**src/rtl/mem_pkg.sv**
```systemverilog
// Shared types for the RAM arbiter: access encodings, arbiter states and the latched command.
// The access-size helper is used by the range check.
package mem_pkg;

  typedef enum logic [2:0] {
    LB  = 3'b000,
    LH  = 3'b001,
    LW  = 3'b010,
    LBU = 3'b100,
    LHU = 3'b101
  } mem_ctrl_t;

  typedef enum logic [1:0] {
    IDLE   = 2'd0,
    ACCESS = 2'd1,
    RESP   = 2'd2
  } arb_state_t;

  // ctrl is kept as raw bits so illegal encodings survive latching and can be flagged.
  typedef struct packed {
    logic        write;
    logic [2:0]  ctrl;
    logic [31:0] addr;
    logic [31:0] wData;
  } mem_cmd_t;

  function automatic logic [2:0] access_size(input mem_ctrl_t ctrl);
    case (ctrl)
      LB, LBU: return 3'd1;
      LH, LHU: return 3'd2;
      default: return 3'd4;
    endcase
  endfunction

endpackage

```
**src/rtl/rr_arb2.sv**
```systemverilog
// Two-way round-robin grant: a lone request wins; on a tie the port not served last wins.
// Purely combinational; the caller owns the last-grant register.
module rr_arb2 (
  input  logic [1:0] i_req,
  input  logic       i_last_grant,
  output logic [1:0] o_grant
);

  always_comb begin
    o_grant = 2'b00;
    case (i_req)
      2'b01:   o_grant = 2'b01;
      2'b10:   o_grant = 2'b10;
      2'b11:   o_grant = i_last_grant ? 2'b01 : 2'b10;
      default: o_grant = 2'b00;
    endcase
  end

endmodule

```
**src/rtl/ram_arbiter.sv**
```systemverilog
// Shares one byte-addressed RAM between a fetch port (p0) and a load/store port (p1),
// validating each command before it reaches the RAM. Optional macro: ALIGN_CHECK_EN.
//
// state  | meaning
// IDLE   | arbitrate, accept one command, latch and validate it
// ACCESS | drive the RAM for one cycle, capture read data
// RESP   | hold the response until the owner consumes it
module ram_arbiter
  import mem_pkg::*;
#(
  parameter int MEM_BYTES = 1024
) (
  input  logic        Clock,
  input  logic        nReset,
  input  logic        p0Req,
  output logic        p0Ready,
  input  logic        p0Write,
  input  logic [2:0]  p0Ctrl,
  input  logic [31:0] p0Addr,
  input  logic [31:0] p0WData,
  output logic        p0RspValid,
  input  logic        p0RspReady,
  output logic [31:0] p0RspData,
  output logic        p0RspErr,
  input  logic        p1Req,
  output logic        p1Ready,
  input  logic        p1Write,
  input  logic [2:0]  p1Ctrl,
  input  logic [31:0] p1Addr,
  input  logic [31:0] p1WData,
  output logic        p1RspValid,
  input  logic        p1RspReady,
  output logic [31:0] p1RspData,
  output logic        p1RspErr,
  output logic        ramWrite,
  output logic [2:0]  ramCtrl,
  output logic [31:0] ramAddr,
  output logic [31:0] ramWData,
  input  logic [31:0] ramRData
);

  arb_state_t  r_state;
  arb_state_t  w_state_nxt;
  mem_cmd_t    r_cmd;
  mem_cmd_t    w_sel_cmd;
  logic        r_err;
  logic        r_owner;
  logic        r_last_grant;
  logic [31:0] r_rsp_data;

  logic [1:0]  w_req;
  logic [1:0]  w_grant;
  logic        w_grant_en;
  logic        w_hs;
  logic        w_hs_owner;
  logic        w_rsp_en;
  logic        w_owner_rsp_ready;

  logic [2:0]  w_size;
  logic [32:0] w_end;
  logic        w_bad_ctrl;
  logic        w_bad_write;
  logic        w_bad_range;
  logic        w_misalign;
  logic        w_cmd_err;

  assign w_req = {p1Req, p0Req};

  rr_arb2 u_rr_arb2 (
    .i_req        (w_req),
    .i_last_grant (r_last_grant),
    .o_grant      (w_grant)
  );

  // Grants are only offered in IDLE and never while reset is held.
  assign w_grant_en        = (r_state == IDLE) && nReset;
  assign w_hs              = w_grant_en && (w_grant != 2'b00);
  assign w_hs_owner        = w_grant[1];
  assign w_rsp_en          = (r_state == RESP) && nReset;
  assign w_owner_rsp_ready = r_owner ? p1RspReady : p0RspReady;

  always_comb begin
    if (w_grant[1]) begin
      w_sel_cmd.write = p1Write;
      w_sel_cmd.ctrl  = p1Ctrl;
      w_sel_cmd.addr  = p1Addr;
      w_sel_cmd.wData = p1WData;
    end else begin
      w_sel_cmd.write = p0Write;
      w_sel_cmd.ctrl  = p0Ctrl;
      w_sel_cmd.addr  = p0Addr;
      w_sel_cmd.wData = p0WData;
    end
  end

  // The end address is formed 33 bits wide so addresses near 2^32 cannot wrap into range.
  always_comb begin
    w_size      = access_size(mem_ctrl_t'(w_sel_cmd.ctrl));
    w_end       = {1'b0, w_sel_cmd.addr} + {30'd0, w_size};
    w_bad_ctrl  = (w_sel_cmd.ctrl == 3'b011) || (w_sel_cmd.ctrl[2:1] == 2'b11);
    w_bad_write = w_sel_cmd.write && w_sel_cmd.ctrl[2];
    w_bad_range = (w_end > 33'(MEM_BYTES));
`ifdef ALIGN_CHECK_EN
    w_misalign  = ((w_sel_cmd.ctrl[1:0] == 2'b01) && w_sel_cmd.addr[0]) ||
                  ((w_sel_cmd.ctrl[1:0] == 2'b10) && (w_sel_cmd.addr[1:0] != 2'b00));
`else
    w_misalign  = 1'b0;
`endif
    w_cmd_err   = w_bad_ctrl || w_bad_write || w_bad_range || w_misalign;
  end

  always_ff @(posedge Clock) begin
    if (!nReset) begin
      r_state <= IDLE;
    end else begin
      r_state <= w_state_nxt;
    end
  end

  always_comb begin
    w_state_nxt = r_state;
    case (r_state)
      IDLE:    if (w_hs) w_state_nxt = ACCESS;
      ACCESS:  w_state_nxt = RESP;
      RESP:    if (w_owner_rsp_ready) w_state_nxt = IDLE;
      default: w_state_nxt = IDLE;
    endcase
  end

  // ramWrite is decoded from state alone, so a store already in ACCESS completes through reset.
  always_comb begin
    p0Ready    = w_grant_en && w_grant[0];
    p1Ready    = w_grant_en && w_grant[1];
    ramWrite   = (r_state == ACCESS) && r_cmd.write && !r_err;
    ramCtrl    = r_cmd.ctrl;
    ramAddr    = r_cmd.addr;
    ramWData   = r_cmd.wData;
    p0RspValid = w_rsp_en && !r_owner;
    p1RspValid = w_rsp_en && r_owner;
    p0RspErr   = w_rsp_en && !r_owner && r_err;
    p1RspErr   = w_rsp_en && r_owner && r_err;
    p0RspData  = (w_rsp_en && !r_owner) ? r_rsp_data : 32'd0;
    p1RspData  = (w_rsp_en && r_owner) ? r_rsp_data : 32'd0;
  end

  always_ff @(posedge Clock) begin
    if (!nReset) begin
      r_cmd        <= '0;
      r_err        <= 1'b0;
      r_owner      <= 1'b0;
      r_last_grant <= 1'b1;
      r_rsp_data   <= 32'd0;
    end else begin
      if (w_hs) begin
        r_cmd        <= w_sel_cmd;
        r_err        <= w_cmd_err;
        r_owner      <= w_hs_owner;
        r_last_grant <= w_hs_owner;
      end
      if (r_state == ACCESS) begin
        r_rsp_data <= (!r_cmd.write && !r_err) ? ramRData : 32'd0;
      end
    end
  end

endmodule

```
**config.mk**
```make
export PLATFORM = sky130hd
export DESIGN_NAME = ram_arbiter
export DESIGN_NICKNAME = d
export VERILOG_FILES = /design/src/rtl/mem_pkg.sv /design/src/rtl/rr_arb2.sv /design/src/rtl/ram_arbiter.sv
export SDC_FILE = /design/constraint.sdc
export NUM_CORES = 1
export LEC_CHECK = 0
export CAP_MARGIN = 10
export CORE_MARGIN = 2
export CORE_UTILIZATION = 38
export CTS_BUF_LIST = sky130_fd_sc_hd__clkbuf_4
export DETAILED_ROUTE_END_ITERATION = 16
export PLACE_DENSITY = 0.79
export RECOVER_POWER = 50
export REMOVE_ABC_BUFFERS = 1
export SLEW_MARGIN = 20
export SYNTH_ARGS = -nofsm -noshare
export SYNTH_HDL_FRONTEND = slang
export SYNTH_SLANG_ARGS = --single-unit
```
**constraint.sdc**
```tcl
create_clock -name Clock -period 4.35 [get_ports Clock]
set_input_delay 0.435 -clock Clock [delete_from_list [all_inputs] [get_ports Clock]]
set_output_delay 0.435 -clock Clock [all_outputs]
set_load 0.05 [all_outputs]
```
==> impl_metrics.tcl, run 1 <==
set metrics [dict create \
    outcome "finished, violations left" \
    failing_checks "max-capacitance violations, max-slew violations" \
    finalWeightedCongestion 0.985 \
    cts.sinks 105 \
    internal-power_mw 1.53 \
    criticalPathCategory "in2out" \
    flop_and_latch_count_out_of_synthesis 105 \
    ys_seq_area_share_pct 32.6 \
    rsz_0062_raised_after_global_routing "false" \
    critical_path.endpoint_type "output pin" \
    layout.filler_cells 1566 \
    detailed_place_hpwl_um 16100 \
    detail_route.wl_per_cell_um 17.6 \
    worstHoldPathType "reg2reg" \
    timing_worst_slew_pin_value_ps 1630 \
    synth_cell_types 59 \
    async_reset_ff_share_pct 0 \
    ir_drop_mv 0.179 \
    floorplan.die_area_mm2 0.0180 \
    power.share.sequential_pct 44.0 \
    finish.instance_area_mm2 0.00937 \
    max-cap-violations 2 \
    timing.final.max_slew_violations 70 \
    clk_transition_reported_paths_ps 170 \
    synth_area_per_cell_um2 8.32 \
    cts_hold_buf 0 \
    postCtsSetupRepairBufs 0 \
    die_x_um 134 \
    maxSlewHeadroom_pct -8.99 \
    timing.critical_path.from_type "input pin" \
    final_count_of_hold_timing_violations 0 \
    chipHeight_um 134 \
    final_nets 1167 \
    grt_first_pass_wirelength_um 32900 \
    worst_path_max_delay_cell "sky130_fd_sc_hd__clkdlybuf4s50_1" \
    h-tree-depth 3 \
    req_time_crit_path_ps 3910 \
    netlist_area_mm2 0.00645 \
    cts-root-to-sink-buffers 2 \
    clock_skew_ps 27.4 \
    place.port_buffers 311 \
    antenna_found_initial 0 \
    ordered_cell_list_for_the_critical_path "dlygate4sd3_1 -> a21boi_4 -> clkbuf_1 -> and2_0 -> clkdlybuf4s50_1" \
    grt.total_usage_pct 22.6 \
    postSynthCellCount 775 \
    placed_cell_area_mm2 0.00925 \
    synth_warnings 0 \
    viasPerCell 5.40 \
    combPwrFrac_pct 35.2 \
    cts_resized 0 \
    synth_edf_count 0 \
    fin_crit_sh_pct 84.3 \
    design.core.area_mm2 0.0166 \
    clock-root-buffer "sky130_fd_sc_hd__clkbuf_4" \
    fin_worst_hold_slack_ps 477 \
    grt.overflow.total 0 \
    critical_path.max_fanout 17 \
    post_route_cells_drive_above_1_share_pct 4.33 \
    leading_cell_type_in_the_layout_fill_and_taps_excluded "sky130_fd_sc_hd__clkdlybuf4s50_1" \
    totalWireLength_um 21400 \
    io_pins 312 \
    power.density_mw_per_mm2 262 \
    ys_dominant_reg_cell "sky130_fd_sc_hd__dfxtp_1" \
    mostFrequentLayoutCells "246 x sky130_fd_sc_hd__clkdlybuf4s50_1, 105 x sky130_fd_sc_hd__dfxtp_1, 92 x sky130_fd_sc_hd__nand2_1, 72 x sky130_fd_sc_hd__and2_1, 66 x sky130_fd_sc_hd__nor2b_1" \
    dr.pass1.iters 7 \
    grt_pass1_vias 6293 \
    drt.antenna.violating_nets 0 \
    netsw_mw 0.924 \
    clock_power_share_pct 20.8 \
    max_clock_freq_mhz 273 \
    detail_route.iter0.violations 478 \
    detailroute.via_count 6559 \
    sw_frac_of_total_pct 37.6 \
    tritoncts "done" \
    placement_rows 47 \
    areaGrowthSynthToFinish_pct 45.4 \
    insertedDiodeCount 0 \
    grt_max_degree 70 \
    slowest_delay_ps 850 \
    p_leak_nw 3.86 \
    min_period_ps 3670 \
    start_util_pct 38.9 \
    cp_data_arrival_time_ps 3230 \
    worstSkewPairLatency_ps 490 \
    cts-buffers-inserted 9 \
    remaining_drc_errors 0 \
    number_of_endpoints_failing_setup_at_the_final_stage 0 \
]
[kinds of logic after synthesis]
family / Yosys count / synth area share, %
xor+xnor: 18 / 2.45
mux: 23 / 3.59
buf+inv: 126 / 11.5
compound gates: 157 / 20.2
simple gates: 342 / 28.8
flops: 105 / 32.6
fa+ha+maj: 4 / 0.893
[critical path, delay by kind of cell]
kind | cells | cell delay (ps)
AO/OA/AOI/OAI | 1 | 330
AND/OR/NAND/NOR | 1 | 260
buffers and inverters | 3 | 2200
[final timing paths]
kind	from	to	slack, ps	cells past startpoint
min reg2reg	ramAddr[2]	ramAddr[2]	480	2
max reg2reg	r_last_grant	r_err	1060	13
max	p1Req	p1Ready	680	5
min	ramAddr[2]	ramAddr[2]	480	2
[cells in the mapped netlist, types with 3 or more instances]
master | instances | area (um^2)
sky130_fd_sc_hd__a31oi_1 | 3 | 18.8
sky130_fd_sc_hd__and3_1 | 13 | 81.3
sky130_fd_sc_hd__buf_4 | 67 | 503
sky130_fd_sc_hd__dfxtp_1 | 105 | 2100
sky130_fd_sc_hd__buf_2 | 7 | 35.0
sky130_fd_sc_hd__a22oi_1 | 32 | 240
sky130_fd_sc_hd__o211ai_1 | 4 | 30.0
sky130_fd_sc_hd__and2_1 | 73 | 457
sky130_fd_sc_hd__ha_1 | 3 | 37.5
sky130_fd_sc_hd__a21oi_1 | 14 | 70.1
sky130_fd_sc_hd__clkbuf_1 | 46 | 173
sky130_fd_sc_hd__a222oi_1 | 32 | 320
sky130_fd_sc_hd__nand2_1 | 92 | 345
sky130_fd_sc_hd__a211oi_1 | 5 | 37.5
sky130_fd_sc_hd__xor2_1 | 10 | 87.6
sky130_fd_sc_hd__a21boi_0 | 4 | 30.0
sky130_fd_sc_hd__o21ai_0 | 11 | 55.1
sky130_fd_sc_hd__nor2b_1 | 66 | 413
sky130_fd_sc_hd__nand3_1 | 35 | 175
sky130_fd_sc_hd__nand4_1 | 15 | 93.8
sky130_fd_sc_hd__nor3b_1 | 6 | 45.0
sky130_fd_sc_hd__nor2_1 | 13 | 48.8
sky130_fd_sc_hd__xnor2_1 | 8 | 70.1
sky130_fd_sc_hd__nand3b_1 | 3 | 22.5
sky130_fd_sc_hd__o211a_1 | 31 | 310
sky130_fd_sc_hd__mux2i_1 | 22 | 220
sky130_fd_sc_hd__nor3_1 | 12 | 60.1
sky130_fd_sc_hd__o22ai_1 | 4 | 25.0
[routing by layer]
layer,vias up,global-route usage [%],wire length [um]
met2,300,38.5,10200
met1,3066,28.0,9150
met5,-,0,0
met4,0,6.26,401
met3,32,6.20,1650
li1,3161,-,-
[power groups by stage]
stage,Sequential (mW),Combinational [mW],Clock (mW)
floorplan,1.28,0.293,0
global placement,1.10,0.874,0
detailed placement,1.11,0.880,0
CTS,1.08,0.883,0.539
global route,1.09,0.920,0.575
finish,1.08,0.865,0.510
[sequential cells by signal (all words and copies together) (netlist names)]
signal        cells
r_rsp_data       32
ramAddr          32
ramWData         32
ramCtrl           3
r_state           2
r_cmd             1
r_err             1
r_last_grant      1
r_owner           1
[stage by stage]
stage	std cells	util, %	TNS (ps)	setup WS (ps)	power [mW]
detailed placement	1198	55.8	0	406	1.99
finish	1214	56.5	0	682	2.46
floorplan	652	-	-23620	-1050	1.57
global route	1214	56.5	0	541	2.59
CTS	1214	56.6	0	787	2.51
global placement	1198	55.8	0	458	1.98
[layout make-up]
type                       instances  area, um^2  area share [%]
timing repair buffer             326        3200            34.2
inverter                           3        11.3           0.120
multi-input combinational        544        3640            38.9
sequential                       105        2100            22.4
clock inverter                     7        71.3           0.761
tap                              220         275            2.94
clock buffer                       9        67.6           0.721
Note: power is estimated with default switching activity, not from simulation.
==> run 2: changes to the inputs <==
Clock period 4.35 ns to 2.95 ns, I/O delays scaled along.
==> run 2 against run 1 <==
Effect of this change:
- the run ends with negative setup slack left
- total power is 60% higher
- via count is 6.0% higher
- utilization is 8.5 points higher
- global-route usage is 2.1 points higher
- critical path type is now reg2reg
- critical endpoint is now ramAddr[0]
- highest routed layer unchanged
==> impl_metrics.tcl, run 2 (synthesis results as in run 1) <==
set metrics [dict create \
    finalWeightedCongestion 0.988 \
    worst_r2r_path_depth 22 \
    final_nets 1233 \
    critical_path.reg2reg.startpoint "r_last_grant" \
    h-tree-depth 3 \
    timing.critical_path.from_type "flip-flop" \
    grt_pass1_vias 6785 \
    r2r-end "ramAddr[0]" \
    critical_path.most_common_cell "sky130_fd_sc_hd__buf_4" \
    number_of_endpoints_failing_setup_at_the_final_stage 2 \
    min_period_ps 3160 \
    placed_cell_area_mm2 0.0103 \
    outcome "finished, violations left" \
    clk_transition_reported_paths_ps 170 \
    max-cap-violations 0 \
    critical_path.endpoint_type "flip-flop" \
    critical_path.max_fanout 5 \
    fin_worst_hold_slack_ps 381 \
    fin_ws_ps -212 \
    cp_data_arrival_time_ps 3540 \
    failing_checks "negative setup slack" \
    rsz_0062_raised_after_global_routing "true" \
    worstHoldPathType "in2reg" \
    detailed_place_hpwl_um 17400 \
    p_leak_nw 4.55 \
    timing_worst_slew_pin_value_ps 1490 \
    place.port_buffers 311 \
    detailroute.via_count 6952 \
    worst_setup_path_end "ramAddr[0]" \
    dr.pass1.iters 6 \
    die_x_um 134 \
    worst_path_max_delay_cell "sky130_fd_sc_hd__dfxtp_2" \
    grt_first_pass_wirelength_um 35800 \
    criticalPathCategory "reg2reg" \
    totalWireLength_um 23200 \
    preCtsSetupSlack_ps -732 \
    power.density_mw_per_mm2 364 \
    worstSkewPairLatency_ps 490 \
    clock-root-buffer "sky130_fd_sc_hd__clkbuf_4" \
    grt.total_usage_pct 24.7 \
    areaGrowthSynthToFinish_pct 67.2 \
    layout.filler_cells 1353 \
    cts_hold_buf 0 \
    cts-buffers-inserted 9 \
    floorplan.die_area_mm2 0.0180 \
    remaining_drc_errors 0 \
    tritoncts "done" \
    final_count_of_hold_timing_violations 0 \
    ff2ff_setup_slack_ps -210 \
    grt_max_degree 55 \
    insertedDiodeCount 0 \
    ordered_cell_list_for_the_critical_path "a21bo_4 -> buf_4 -> nand2_1 -> nand2_2 -> buf_4 -> buf_4 -> buf_4 -> buf_4 -> buf_4 -> buf_4 -> buf_4 -> buf_4 -> buf_4 -> buf_4 -> buf_4 -> buf_4 -> buf_4 -> buf_4 -> buf_4 -> buf_4 -> nand2_1 -> a21boi_0" \
    cts.sinks 105 \
    leading_cell_type_in_the_layout_fill_and_taps_excluded "sky130_fd_sc_hd__clkdlybuf4s50_1" \
    fin_util_pct 65.0 \
    post-layout-total-power_mw 3.92 \
    post_route_cells_drive_above_1_share_pct 18.6 \
    maxSlewHeadroom_pct 0.892 \
    cts-root-to-sink-buffers 2 \
    timing.final.max_slew_violations 0 \
    clock_skew_ps 15.2 \
    design.core.area_mm2 0.0166 \
    detail_route.iter0.violations 484 \
    viasPerCell 5.43 \
    grt.overflow.total 0 \
    detail_route.wl_per_cell_um 18.2 \
    max_clock_freq_mhz 316 \
    start_util_pct 38.9 \
    ir_drop_mv 0.270 \
    req_time_crit_path_ps 3330 \
    drt.antenna.violating_nets 0 \
    io_pins 312 \
    placement_rows 47 \
    mostFrequentLayoutCells "181 x sky130_fd_sc_hd__clkdlybuf4s50_1, 104 x sky130_fd_sc_hd__dfxtp_1, 87 x sky130_fd_sc_hd__nand2_1, 73 x sky130_fd_sc_hd__and2_1, 72 x sky130_fd_sc_hd__buf_4" \
    cp_num_cells 22 \
    finish.instance_area_mm2 0.0108 \
    antenna_found_initial 0 \
    chipHeight_um 134 \
    setup_crit_start "r_last_grant" \
    slowest_delay_ps 360 \
    fin_crit_sh_pct 107 \
    critical_path_buffers_and_inverters 17 \
    path_delay_family "buffers and inverters" \
]
-- run 2: cell type report --
type | instances | area [um^2] | area share (%)
inverter | 3 | 11.3 | 0.104
clock buffer | 10 | 75.1 | 0.696
tap | 220 | 275 | 2.55
multi-input combinational | 544 | 3790 | 35.2
timing repair buffer | 392 | 4430 | 41.1
sequential | 105 | 2100 | 19.5
clock inverter | 6 | 91.3 | 0.847
-- run 2: power breakdown --
group          switching [mW]  total [mW]  internal (mW)
combinational           0.799        1.45          0.650
clock                   0.519       0.877          0.358
sequential             0.0632        1.60           1.53
-- run 2: what timing repair did --
action | 4_1_cts | 5_1_grt
gates resized for setup | 26 | 10
setup endpoints to repair | 1 | 2
buffers inserted | 18 | 1
endpoints found under the hold margin | 0 | 0
pin swaps | 14 | 9
-- run 2: per-layer routing --
layer  share of wire [%]  vias to the layer above  global-route usage (%)
li1                    -                     3286                       -
met5                   0                        -                       0
met2                  48                      330                    42.3
met1                  40                     3266                    29.7
met3                 8.1                       70                    5.86
met4                 3.7                        0                    10.4
-- run 2: stage by stage --
step / instances / TNS [ps]
6_report: 1280 / -292
5_1_grt: 1280 / -559
4_1_cts: 1279 / -6.83
3_5_place_dp: 1245 / -732
3_3_place_gp: 1245 / -648
2_1_floorplan: 652 / -108070
-- run 2: worst reg2reg max path, delay by kind of cell, from the launching register on --
family | cells | cell delay, ps
AO/OA/AOI/OAI | 2 | 330
buffers and inverters | 17 | 2120
AND/OR/NAND/NOR | 3 | 260
flip-flops | 1 | 360
-- run 2: how the worst min path moves through the flow --
| stage | from | end | cells after the start |
|---|---|---|---|
| global route | nReset | r_last_grant | 3 |
| detailed placement | ramAddr[1] | ramAddr[1] | 2 |
| floorplan | nReset | r_last_grant | 1 |
| CTS | nReset | r_last_grant | 3 |
| global placement | ramAddr[2] | ramAddr[2] | 2 |
| finish | nReset | r_cmd[67] | 3 |
